File: src/rtl/alu_pkg.sv
// Shared definitions for the ALU result stage: op codes, default widths and
// the packed entry that travels through the result buffer.
package alu_pkg;

  localparam int DEF_DATA_W = 16;
  localparam int DEF_RD_W   = 3;

  localparam logic [2:0] OP_AND = 3'b000;
  localparam logic [2:0] OP_OR  = 3'b001;
  localparam logic [2:0] OP_ADD = 3'b010;
  localparam logic [2:0] OP_SUB = 3'b011;
  localparam logic [2:0] OP_SLT = 3'b111;

  // One buffered ALU result; every raw flag bit is kept even if the op
  // will not use it, so retirement sees exactly what the ALU produced.
  typedef struct packed {
    logic [2:0]            op;
    logic [DEF_RD_W-1:0]   rd;
    logic [DEF_DATA_W-1:0] z;
    logic                  c_out;
    logic                  overflow;
    logic                  lt;
    logic                  eq;
    logic                  gt;
  } entry_t;

  localparam int ENTRY_W = $bits(entry_t);

  // True for the five defined ALU ops; those are the only ones that write
  // the register file.
  function automatic logic op_writes(input logic [2:0] op);
    return (op == OP_AND) || (op == OP_OR) || (op == OP_ADD) ||
           (op == OP_SUB) || (op == OP_SLT);
  endfunction

endpackage

File: src/rtl/result_fifo.sv
// In-order result buffer: DEPTH entries, wrapping pointers, registered count.
//
// Handshake: a transfer happens on a rising edge where valid && ready.
// in_ready depends only on registered state (never on out_ready), and
// valid/data on either side stay stable until the transfer occurs.
module result_fifo #(
  parameter int W     = 8,
  parameter int DEPTH = 2
) (
  input  logic         clk,
  input  logic         rst,
  input  logic         in_valid,
  output logic         in_ready,
  input  logic [W-1:0] in_data,
  output logic         out_valid,
  input  logic         out_ready,
  output logic [W-1:0] out_data
);

  localparam int PTR_W = (DEPTH > 1) ? $clog2(DEPTH) : 1;
  localparam int CNT_W = $clog2(DEPTH + 1);
  localparam logic [CNT_W-1:0] FULL_CNT = CNT_W'(DEPTH);

  logic [W-1:0]     r_mem [DEPTH];
  logic [PTR_W-1:0] r_wr_ptr;
  logic [PTR_W-1:0] r_rd_ptr;
  logic [CNT_W-1:0] r_count;
  logic             r_live;   // low during reset and until the first edge after release

  logic w_push;
  logic w_pop;

  assign in_ready  = r_live && (r_count < FULL_CNT);
  assign out_valid = (r_count != '0);
  assign out_data  = r_mem[r_rd_ptr];
  assign w_push    = in_valid && in_ready;
  assign w_pop     = out_valid && out_ready;

  // Pointers, occupancy and the post-reset ready enable.
  always_ff @(posedge clk or posedge rst) begin
    if (rst) begin
      r_wr_ptr <= '0;
      r_rd_ptr <= '0;
      r_count  <= '0;
      r_live   <= 1'b0;
    end else begin
      r_live <= 1'b1;
      if (w_push) r_wr_ptr <= r_wr_ptr + 1'b1;
      if (w_pop)  r_rd_ptr <= r_rd_ptr + 1'b1;
      case ({w_push, w_pop})
        2'b10:   r_count <= r_count + 1'b1;
        2'b01:   r_count <= r_count - 1'b1;
        default: r_count <= r_count;
      endcase
    end
  end

  // Entry storage; cleared on reset so the head outputs read zero.
  always_ff @(posedge clk or posedge rst) begin
    if (rst) begin
      for (int i = 0; i < DEPTH; i++) r_mem[i] <= '0;
    end else if (w_push) begin
      r_mem[r_wr_ptr] <= in_data;
    end
  end

endmodule

File: src/rtl/alu_result_stage.sv
// Execute/write-back boundary: buffers ALU results in order, drives the
// register-file write port from the head entry and commits status flags,
// the illegal-op sticky bit and the retire counter when the head retires.
module alu_result_stage
  import alu_pkg::*;
#(
  parameter int DATA_W = DEF_DATA_W,
  parameter int RD_W   = DEF_RD_W,
  parameter int DEPTH  = 2
) (
  input  logic              clk,
  input  logic              rst,
  input  logic              in_valid,
  output logic              in_ready,
  input  logic [2:0]        in_op,
  input  logic [RD_W-1:0]   in_rd,
  input  logic [DATA_W-1:0] in_z,
  input  logic              in_c_out,
  input  logic              in_overflow,
  input  logic              in_lt,
  input  logic              in_eq,
  input  logic              in_gt,
  output logic              wb_valid,
  input  logic              wb_ready,
  output logic              wb_we,
  output logic [RD_W-1:0]   wb_rd,
  output logic [DATA_W-1:0] wb_data,
  output logic              flag_n,
  output logic              flag_z,
  output logic              flag_c,
  output logic              flag_v,
  output logic              flag_lt,
  output logic              flag_eq,
  output logic              flag_gt,
  output logic              illegal_op,
  output logic [15:0]       retired_cnt
);

  entry_t w_in_entry;
  entry_t w_head;
  logic   w_retire;

  logic        r_n, r_z, r_c, r_v;
  logic        r_lt, r_eq, r_gt;
  logic        r_illegal;
  logic [15:0] r_retired;

  // Pack the incoming ALU result; the entry layout follows the package widths.
  always_comb begin
    w_in_entry          = '0;
    w_in_entry.op       = in_op;
    w_in_entry.rd       = in_rd;
    w_in_entry.z        = in_z;
    w_in_entry.c_out    = in_c_out;
    w_in_entry.overflow = in_overflow;
    w_in_entry.lt       = in_lt;
    w_in_entry.eq       = in_eq;
    w_in_entry.gt       = in_gt;
  end

  result_fifo #(
    .W     (ENTRY_W),
    .DEPTH (DEPTH)
  ) u_fifo (
    .clk       (clk),
    .rst       (rst),
    .in_valid  (in_valid),
    .in_ready  (in_ready),
    .in_data   (w_in_entry),
    .out_valid (wb_valid),
    .out_ready (wb_ready),
    .out_data  (w_head)
  );

  assign w_retire = wb_valid && wb_ready;
  assign wb_we    = wb_valid && op_writes(w_head.op);
  assign wb_rd    = w_head.rd;
  assign wb_data  = w_head.z;

  // Commit flags from the retiring head entry; ops only touch their own flags.
  always_ff @(posedge clk or posedge rst) begin
    if (rst) begin
      r_n       <= 1'b0;
      r_z       <= 1'b0;
      r_c       <= 1'b0;
      r_v       <= 1'b0;
      r_lt      <= 1'b0;
      r_eq      <= 1'b0;
      r_gt      <= 1'b0;
      r_illegal <= 1'b0;
      r_retired <= '0;
    end else if (w_retire) begin
      r_retired <= r_retired + 16'd1;
      case (w_head.op)
        OP_AND, OP_OR: begin
          r_n <= w_head.z[DATA_W-1];
          r_z <= (w_head.z == '0);
        end
        OP_ADD, OP_SUB: begin
          r_n <= w_head.z[DATA_W-1];
          r_z <= (w_head.z == '0);
          r_c <= w_head.c_out;
          r_v <= w_head.overflow;
        end
        OP_SLT: begin
          r_lt <= w_head.lt;
          r_eq <= w_head.eq;
          r_gt <= w_head.gt;
        end
        default: r_illegal <= 1'b1;
      endcase
    end
  end

  assign flag_n      = r_n;
  assign flag_z      = r_z;
  assign flag_c      = r_c;
  assign flag_v      = r_v;
  assign flag_lt     = r_lt;
  assign flag_eq     = r_eq;
  assign flag_gt     = r_gt;
  assign illegal_op  = r_illegal;
  assign retired_cnt = r_retired;

endmodule
File: config.mk
export PLATFORM = sky130hd
export DESIGN_NAME = alu_result_stage
export DESIGN_NICKNAME = d
export VERILOG_FILES = /design/src/rtl/alu_pkg.sv /design/src/rtl/result_fifo.sv /design/src/rtl/alu_result_stage.sv
export SDC_FILE = /design/constraint.sdc
export NUM_CORES = 1
export LEC_CHECK = 0
export BUFFER_PORTS_ARGS = -buffer_cell sky130_fd_sc_hd__buf_2
export CORE_MARGIN = 4
export CORE_UTILIZATION = 46
export CTS_BUF_LIST = sky130_fd_sc_hd__clkbuf_8 sky130_fd_sc_hd__clkbuf_16
export DETAILED_ROUTE_END_ITERATION = 16
export PLACE_DENSITY = 0.69
export SLEW_MARGIN = 20
export SYNTH_ARGS = -nofsm -noshare
export SYNTH_HDL_FRONTEND = slang
export SYNTH_SLANG_ARGS = --single-unit
File: constraint.sdc
create_clock -name clk -period 3.4 [get_ports clk]
set_input_delay 0.34 -clock clk [delete_from_list [all_inputs] [get_ports clk]]
set_output_delay 0.34 -clock clk [all_outputs]
set_load 0.005 [all_outputs]
==> results.py, run 1 <==
metrics = {
    "timing": {
        "clock.fmax_mhz": 410,
        "maxSlewViolCount": 0,
        "setup-violations-final": 0,
        "setup_tns_ns": 0,
        "worst_pin_slew_ns": 0.879,
        "period_minus_slack_ns": 2.44,
        "skew_ns": 0.0114,
        "finalCritPeriodShare_pct": 71.7,
        "relSlewSlack_pct": 41.4,
        "rsz0062_at_grt": "no",
        "final_hold_viol_count": 0,
    },
    "synthesis": {
        "yosys.area_share.simple_pct": 8.76,
        "synth_xor_area_share_pct": 4.54,
        "synth_top_family_by_area": "multiplexers",
        "avgSynthCellArea_um2": 13.9,
        "synth-compound-area-share_pct": 1.40,
        "synth_nets": 311,
        "muxShareOfSynthArea_pct": 25.1,
        "ys_warn_count": 0,
        "yosysSeqAreaShare_pct": 53.9,
        "synth_seq_cells": 83,
        "synth_cells": 278,
        "yosysUniqueCellTypes": 40,
        "synthAdderAreaFrac_pct": 0.649,
        "syn-cell-area_um2": 3850,
    },
    "floorplan": {
        "die_w_um": 99.5,
        "core_area_um2": 8180,
        "start_util_pct": 47.2,
        "row_count": 33,
        "die_height_um": 99.5,
        "io_pins": 77,
        "die-area_um2": 9910,
    },
    "critical_path": {
        "critPathKind": "flip-flop to output pin",
        "critPathLaunchType": "flip-flop",
        "arrival_ns": 2.10,
        "crit_start": "u_fifo.r_rd_ptr",
        "end_kind": "output pin",
        "crit_path_max_fanout": 21,
        "cp.required_ns": 3.06,
        "r2r_start": "u_fifo.r_rd_ptr",
    },
    "cells_and_area": {
        "largest_reg_flops": 54,
        "fill_cells": 717,
        "nets": 374,
        "top_register": "u_fifo.r_mem",
        "syn2layout_area_growth_pct": 13.5,
        "drive_gt1_share_pct": 41.3,
        "fin_util_pct": 53.5,
        "antenna_cells": 0,
        "final_cell_area_um2": 4380,
    },
    "global_routing": {
        "antenna_found_initial": 0,
        "grt_pass1_vias": 2479,
        "grt_use_total_pct": 16.5,
        "grt_first_pass_wirelength_um": 12800,
        "overflow": 0,
        "grt_max_degree": 64,
    },
    "clock_tree": {
        "cts_max_level": 3,
        "cts_resized": 0,
        "cts_setup_buffers": 0,
        "cts.sink_count": 83,
        "cts_tree": "built",
        "path_clk_slew_ns": 0.08,
        "clk_path_buf_depth": 2,
        "cts-root-buf": "clkbuf_8",
        "worstSkewPairLatency_ns": 0.35,
        "hold_buffers": 0,
        "numCtsBuffers": 9,
    },
    "place": {
        "hpwlAfterDp_um": 5210,
        "gp_congestion": 0.752,
        "io_buffers": 76,
        "dpl_cell_area_um2": 4180,
    },
    "flow_run": {
        "drv_cap": 0,
    },
    "min_path": {
        "hp-class": "input pin to asynchronous set/reset pin",
    },
    "pwr": {
        "power_density_nw_per_um2": 862,
        "power.internal_mw": 2.53,
        "share_seq_of_total_power_pct": 46.8,
        "switching_share_pct": 32.9,
        "peakVddDrop_uv": 341,
        "total_power_mw": 3.77,
        "power_frac_comb_pct": 34.5,
        "p_sw_mw": 1.24,
        "pwr-share-clk_pct": 18.7,
        "p_leak_nw": 2.06,
    },
    "drt": {
        "drt_iter0_markers": 56,
        "finalWirelength_um": 7450,
        "drc": 0,
        "viasPerCell": 5.15,
        "detail-route-antenna-nets": 0,
        "first_pass_iters": 4,
        "vias": 2322,
        "wl_per_cell_um": 16.5,
    },
    "status": {
        "status": "finished, final reports clean",
    },
}
synthesized netlist by cell type, drive strengths merged:
master | n | share of area [%]
nor2b | 1 | 0.36
a32o | 1 | 0.26
nand3b | 1 | 0.19
inv | 3 | 0.29
a21boi | 1 | 0.19
and3b | 1 | 0.23
a21oi | 1 | 0.13
mux2 | 85 | 25
and3 | 1 | 0.16
a31oi | 1 | 0.16
ha | 2 | 0.65
nand4 | 7 | 1.1
nor4b | 1 | 0.23
nand2 | 12 | 1.4
nor3 | 3 | 0.52
nor4 | 5 | 1.2
nand3 | 5 | 0.97
nor2 | 11 | 1.6
and4 | 1 | 0.23
a31o | 1 | 0.23
xnor2 | 15 | 3.4
xor2 | 5 | 1.1
or2 | 3 | 0.55
o21ai | 1 | 0.42
conb | 1 | 0.097
dfrtp | 83 | 54
buf | 26 | 5.3
power groups by stage:
| stage | Combinational, mW | Sequential, mW | Clock (mW) |
|---|---|---|---|
| 2_1_floorplan | 1.17 | 1.66 | 0 |
| 4_1_cts | 1.34 | 1.77 | 0.727 |
| 3_3_place_gp | 1.29 | 1.77 | 0 |
| 3_5_place_dp | 1.33 | 1.79 | 0 |
| 5_1_grt | 1.46 | 1.84 | 0.777 |
| 6_report | 1.30 | 1.76 | 0.706 |
logic make-up (layout without fill, tap and decap cells):
logic type | Yosys count | after routing
AOI/OAI and AO/OA | 6 | 6
adders and majority gates | 2 | 2
xor gates and xnor gates | 20 | 20
and+or+nand+nor | 52 | 52
buffers and inverters | 29 | 97
other | 1 | 1
DFF | 83 | 83
muxes | 85 | 85
per-layer routing:
| layer | vias up | track usage, % | routed length (um) |
|---|---|---|---|
| met2 | 45 | 25.1 | 3510 |
| met4 | 0 | 5.99 | 101 |
| met5 | - | 0 | 0 |
| li1 | 1081 | - | - |
| met3 | 11 | 3.93 | 307 |
| met1 | 1185 | 23.1 | 3540 |
stage by stage:
| stage | cells | worst slack (ns) | hold slack [ns] |
|---|---|---|---|
| global placement | 435 | 1.33 | 0.458 |
| CTS | 451 | 0.924 | 0.194 |
| finish | 451 | 0.964 | 0.134 |
| detailed placement | 435 | 1.33 | 0.460 |
| floorplan | 278 | 0.923 | 0.450 |
| global route | 451 | 0.755 | 0.195 |
layout make-up:
type,count,area (um^2),share of cell area (%)
tap,105,131,3.00
sequential,83,2080,47.5
timing repair buffer,78,395,9.03
multi-input combinational,166,1560,35.7
clock inverter,6,57.6,1.32
clock buffer,10,138,3.14
inverter,3,13.8,0.314
critical path, cell delays in order, from the launching register on:
cell     delay (ns)
dfrtp_1        0.93
buf_4          0.34
mux2_2         0.36
buf_2          0.13
layout by cell type, fill, tap and decap left out, types with 3 or more instances in the layout:
cell | netlist | final
buf_2 | 3 | 76
clkbuf_8 | 0 | 10
mux2_4 | 3 | 3
mux2_2 | 34 | 34
dfrtp_1 | 83 | 83
xor2_1 | 5 | 5
nand3_1 | 4 | 4
nand4_1 | 7 | 7
xnor2_1 | 15 | 15
nor4_1 | 4 | 4
mux2_1 | 48 | 48
inv_1 | 2 | 3
nor2_1 | 8 | 8
nand2_1 | 11 | 11
path summary, 6_finish.rpt:
path	end	slack [ns]	depth (start not counted)
max	wb_data[1]	0.96	3
min	u_fifo.r_mem[7]	0.13	2
max reg2reg	flag_n	1.34	3
min reg2reg	retired_cnt[15]	0.47	1
max in group asynchronous	u_fifo.r_mem[28]	2.48	3
min in group clk	u_fifo.r_mem[14]	0.21	2
Note: power is estimated with default switching activity, not from simulation.
==> inputs of run 2 (changes only) <==
--- a/config.mk
+++ b/config.mk
@@ -10,7 +10,7 @@
 export CORE_UTILIZATION = 46
 export CTS_BUF_LIST = sky130_fd_sc_hd__clkbuf_8 sky130_fd_sc_hd__clkbuf_16
 export DETAILED_ROUTE_END_ITERATION = 16
-export PLACE_DENSITY = 0.69
+export PLACE_DENSITY = 0.71
 export SLEW_MARGIN = 20
 export SYNTH_ARGS = -nofsm -noshare
 export SYNTH_HDL_FRONTEND = slang
==> constraint.sdc (replaced) <==
create_clock -name clk -period 2.1 [get_ports clk]
set_input_delay 0.21 -clock clk [delete_from_list [all_inputs] [get_ports clk]]
set_output_delay 0.21 -clock clk [all_outputs]
set_load 0.005 [all_outputs]
==> run 2 against run 1 <==
Compared with the run above: first-iteration DRC count up 45%; wire length down 2.0%; hold slack worse by 0.052 ns; sequential power up 60%; count of clock-buffer cells in the layout unchanged; clock power up 98%; non-clock buffer count up 3; register-to-register slack worse by 0.96 ns; worst setup slack worse by 0.76 ns; clock skew about the same; core utilization up 1.3 points; sequential share of layout area down 1.1 points.
==> results.py, run 2 (synthesis gave the netlist of run 1 again) <==
metrics = {
    "timing": {
        "setup_tns_ns": 0,
        "period_minus_slack_ns": 1.90,
        "finalCritPeriodShare_pct": 90.5,
        "worst_pin_slew_ns": 0.694,
        "maxSlewViolCount": 0,
        "setup-violations-final": 0,
        "relSlewSlack_pct": 53.7,
        "skew_ns": 0.0110,
        "clock.fmax_mhz": 526,
        "rsz0062_at_grt": "no",
        "setup_slack_ns": 0.200,
        "holdWs_ns": 0.0818,
        "final_hold_viol_count": 0,
    },
    "place": {
        "post-place-ws_ns": 0.378,
        "io_buffers": 76,
        "gp_congestion": 0.707,
        "hpwlAfterDp_um": 5150,
        "dp.cells": 437,
    },
    "cells_and_area": {
        "top_register": "u_fifo.r_mem",
        "largest_reg_flops": 54,
        "drive_gt1_share_pct": 42.1,
        "fill_cells": 710,
        "syn2layout_area_growth_pct": 16.3,
        "final_common_cell": "dfrtp_1",
        "antenna_cells": 0,
        "most-common-layout-cells": "dfrtp_1, buf_2, mux2_1",
        "final-instance-count-excl-fill": 454,
        "nets": 377,
    },
    "floorplan": {
        "core_area_um2": 8180,
        "die-area_um2": 9910,
        "die_w_um": 99.5,
        "io_pins": 77,
        "die_height_um": 99.5,
        "start_util_pct": 47.2,
        "row_count": 33,
    },
    "drt": {
        "finalWirelength_um": 7300,
        "drc": 0,
        "wl_met2_um": 3610,
        "detail-route-antenna-nets": 0,
        "maxUsedRoutingLayer": "met4",
        "drt-met1-wl_um": 3290,
        "wl_per_cell_um": 16.1,
        "first_pass_iters": 4,
        "wl_met3_um": 299,
        "drt_iter0_markers": 81,
        "vias": 2348,
        "viasPerCell": 5.17,
    },
    "pwr": {
        "switching_share_pct": 31.6,
        "p_sw_mw": 2.03,
        "share_seq_of_total_power_pct": 43.7,
        "power_density_nw_per_um2": 1430,
        "p_leak_nw": 2.10,
        "peakVddDrop_uv": 842,
        "pwr-share-clk_pct": 21.8,
        "power.internal_mw": 4.39,
        "power_frac_comb_pct": 34.6,
    },
    "clock_tree": {
        "hold_buffers": 1,
        "path_clk_slew_ns": 0.09,
        "cts-root-buf": "clkbuf_8",
        "numCtsBuffers": 9,
        "worstSkewPairLatency_ns": 0.35,
        "cts_max_level": 3,
        "cts_setup_buffers": 0,
        "cts.sink_count": 83,
        "clk_path_buf_depth": 2,
        "cts_tree": "built",
        "cts_resized": 0,
    },
    "critical_path": {
        "end_kind": "output pin",
        "crit_path_max_fanout": 8,
        "critPathLaunchType": "flip-flop",
        "critPathKind": "flip-flop to output pin",
        "r2r_slack_ns": 0.38,
        "arrival_ns": 1.69,
        "r2r_start": "u_fifo.r_count[1]",
        "r2r_end": "u_fifo.r_mem[30]",
        "r2r_cells": 4,
        "cp.required_ns": 1.89,
    },
    "global_routing": {
        "overflow": 0,
        "grt_max_degree": 47,
        "grt_use_total_pct": 15.7,
        "grt_pass1_vias": 2482,
        "antenna_found_initial": 0,
        "grt_first_pass_wirelength_um": 12200,
    },
    "status": {
        "status": "finished, final reports clean",
    },
    "min_path": {
        "hold_path_depth": 2,
        "hp-class": "input pin to flip-flop",
        "hp-start": "in_z[8]",
        "worstHoldEndpoint": "u_fifo.r_mem[13]",
    },
    "flow_run": {
        "drv_cap": 0,
    },
}
## run 2: changes by cell type in the layout (fill, tap and decap cells not counted)
| cell | before | now |
|---|---|---|
| buf_12 | 0 | 2 |
| bufinv_16 | 1 | 3 |
| inv_1 | 3 | 1 |
| dlygate4sd3_1 | 0 | 1 |
| inv_4 | 1 | 0 |
| inv_6 | 0 | 1 |
## run 2: how the worst max path moves through the flow
| stage | slack, ns | endpoint | from | cells past startpoint |
|---|---|---|---|---|
| detailed placement | 0.38 | u_fifo.r_mem[50] | u_fifo.r_count[1] | 4 |
| CTS | 0.20 | wb_we | u_fifo.r_rd_ptr | 4 |
| global route | 0.09 | wb_we | u_fifo.r_rd_ptr | 3 |
| global placement | 0.41 | u_fifo.r_mem[30] | u_fifo.r_count[1] | 4 |
| floorplan | 0.60 | wb_data[0] | u_fifo.r_rd_ptr | 4 |
| finish | 0.20 | wb_we | u_fifo.r_rd_ptr | 3 |
## run 2: per-layer routing
layer  track usage [%]  up-vias
li1                  -     1089
met5                 0        -
met3              3.30        9
met2              25.1       47
met4              5.99        0
met1              21.0     1203
## run 2: power groups by stage
| stage | Combinational [mW] | Clock (mW) | Sequential (mW) |
|---|---|---|---|
| after floorplan | 1.90 | 0 | 2.68 |
| after global placement | 2.19 | 0 | 2.81 |
| after detailed placement | 2.24 | 0 | 2.83 |
| after CTS | 2.26 | 1.44 | 2.81 |
| after global routing | 2.46 | 1.50 | 2.91 |
| final | 2.22 | 1.40 | 2.81 |
## run 2: layout make-up
cell class                 count  area [um^2]  area share, %
sequential                    83         2080           46.3
multi-input combinational    166         1560           34.9
timing repair buffer          81          445           9.94
clock buffer                  10          138           3.07
tap                          105          131           2.93
clock inverter                 6          111           2.48
inverter                       3         15.0          0.335
## run 2: critical path: stages, from the launching register on
cell      delay [ns]
dfrtp_1         0.55
mux2_2          0.42
a21boi_0        0.22
buf_2           0.17
## run 2: metrics by stage
step	cell area [um^2]	utilization (%)	total power [mW]
6_report	4480	54.8	6.43
2_1_floorplan	3860	-	4.58
3_3_place_gp	4220	51.7	5.00
4_1_cts	4480	54.8	6.51
5_1_grt	4480	54.8	6.86
3_5_place_dp	4220	51.7	5.08
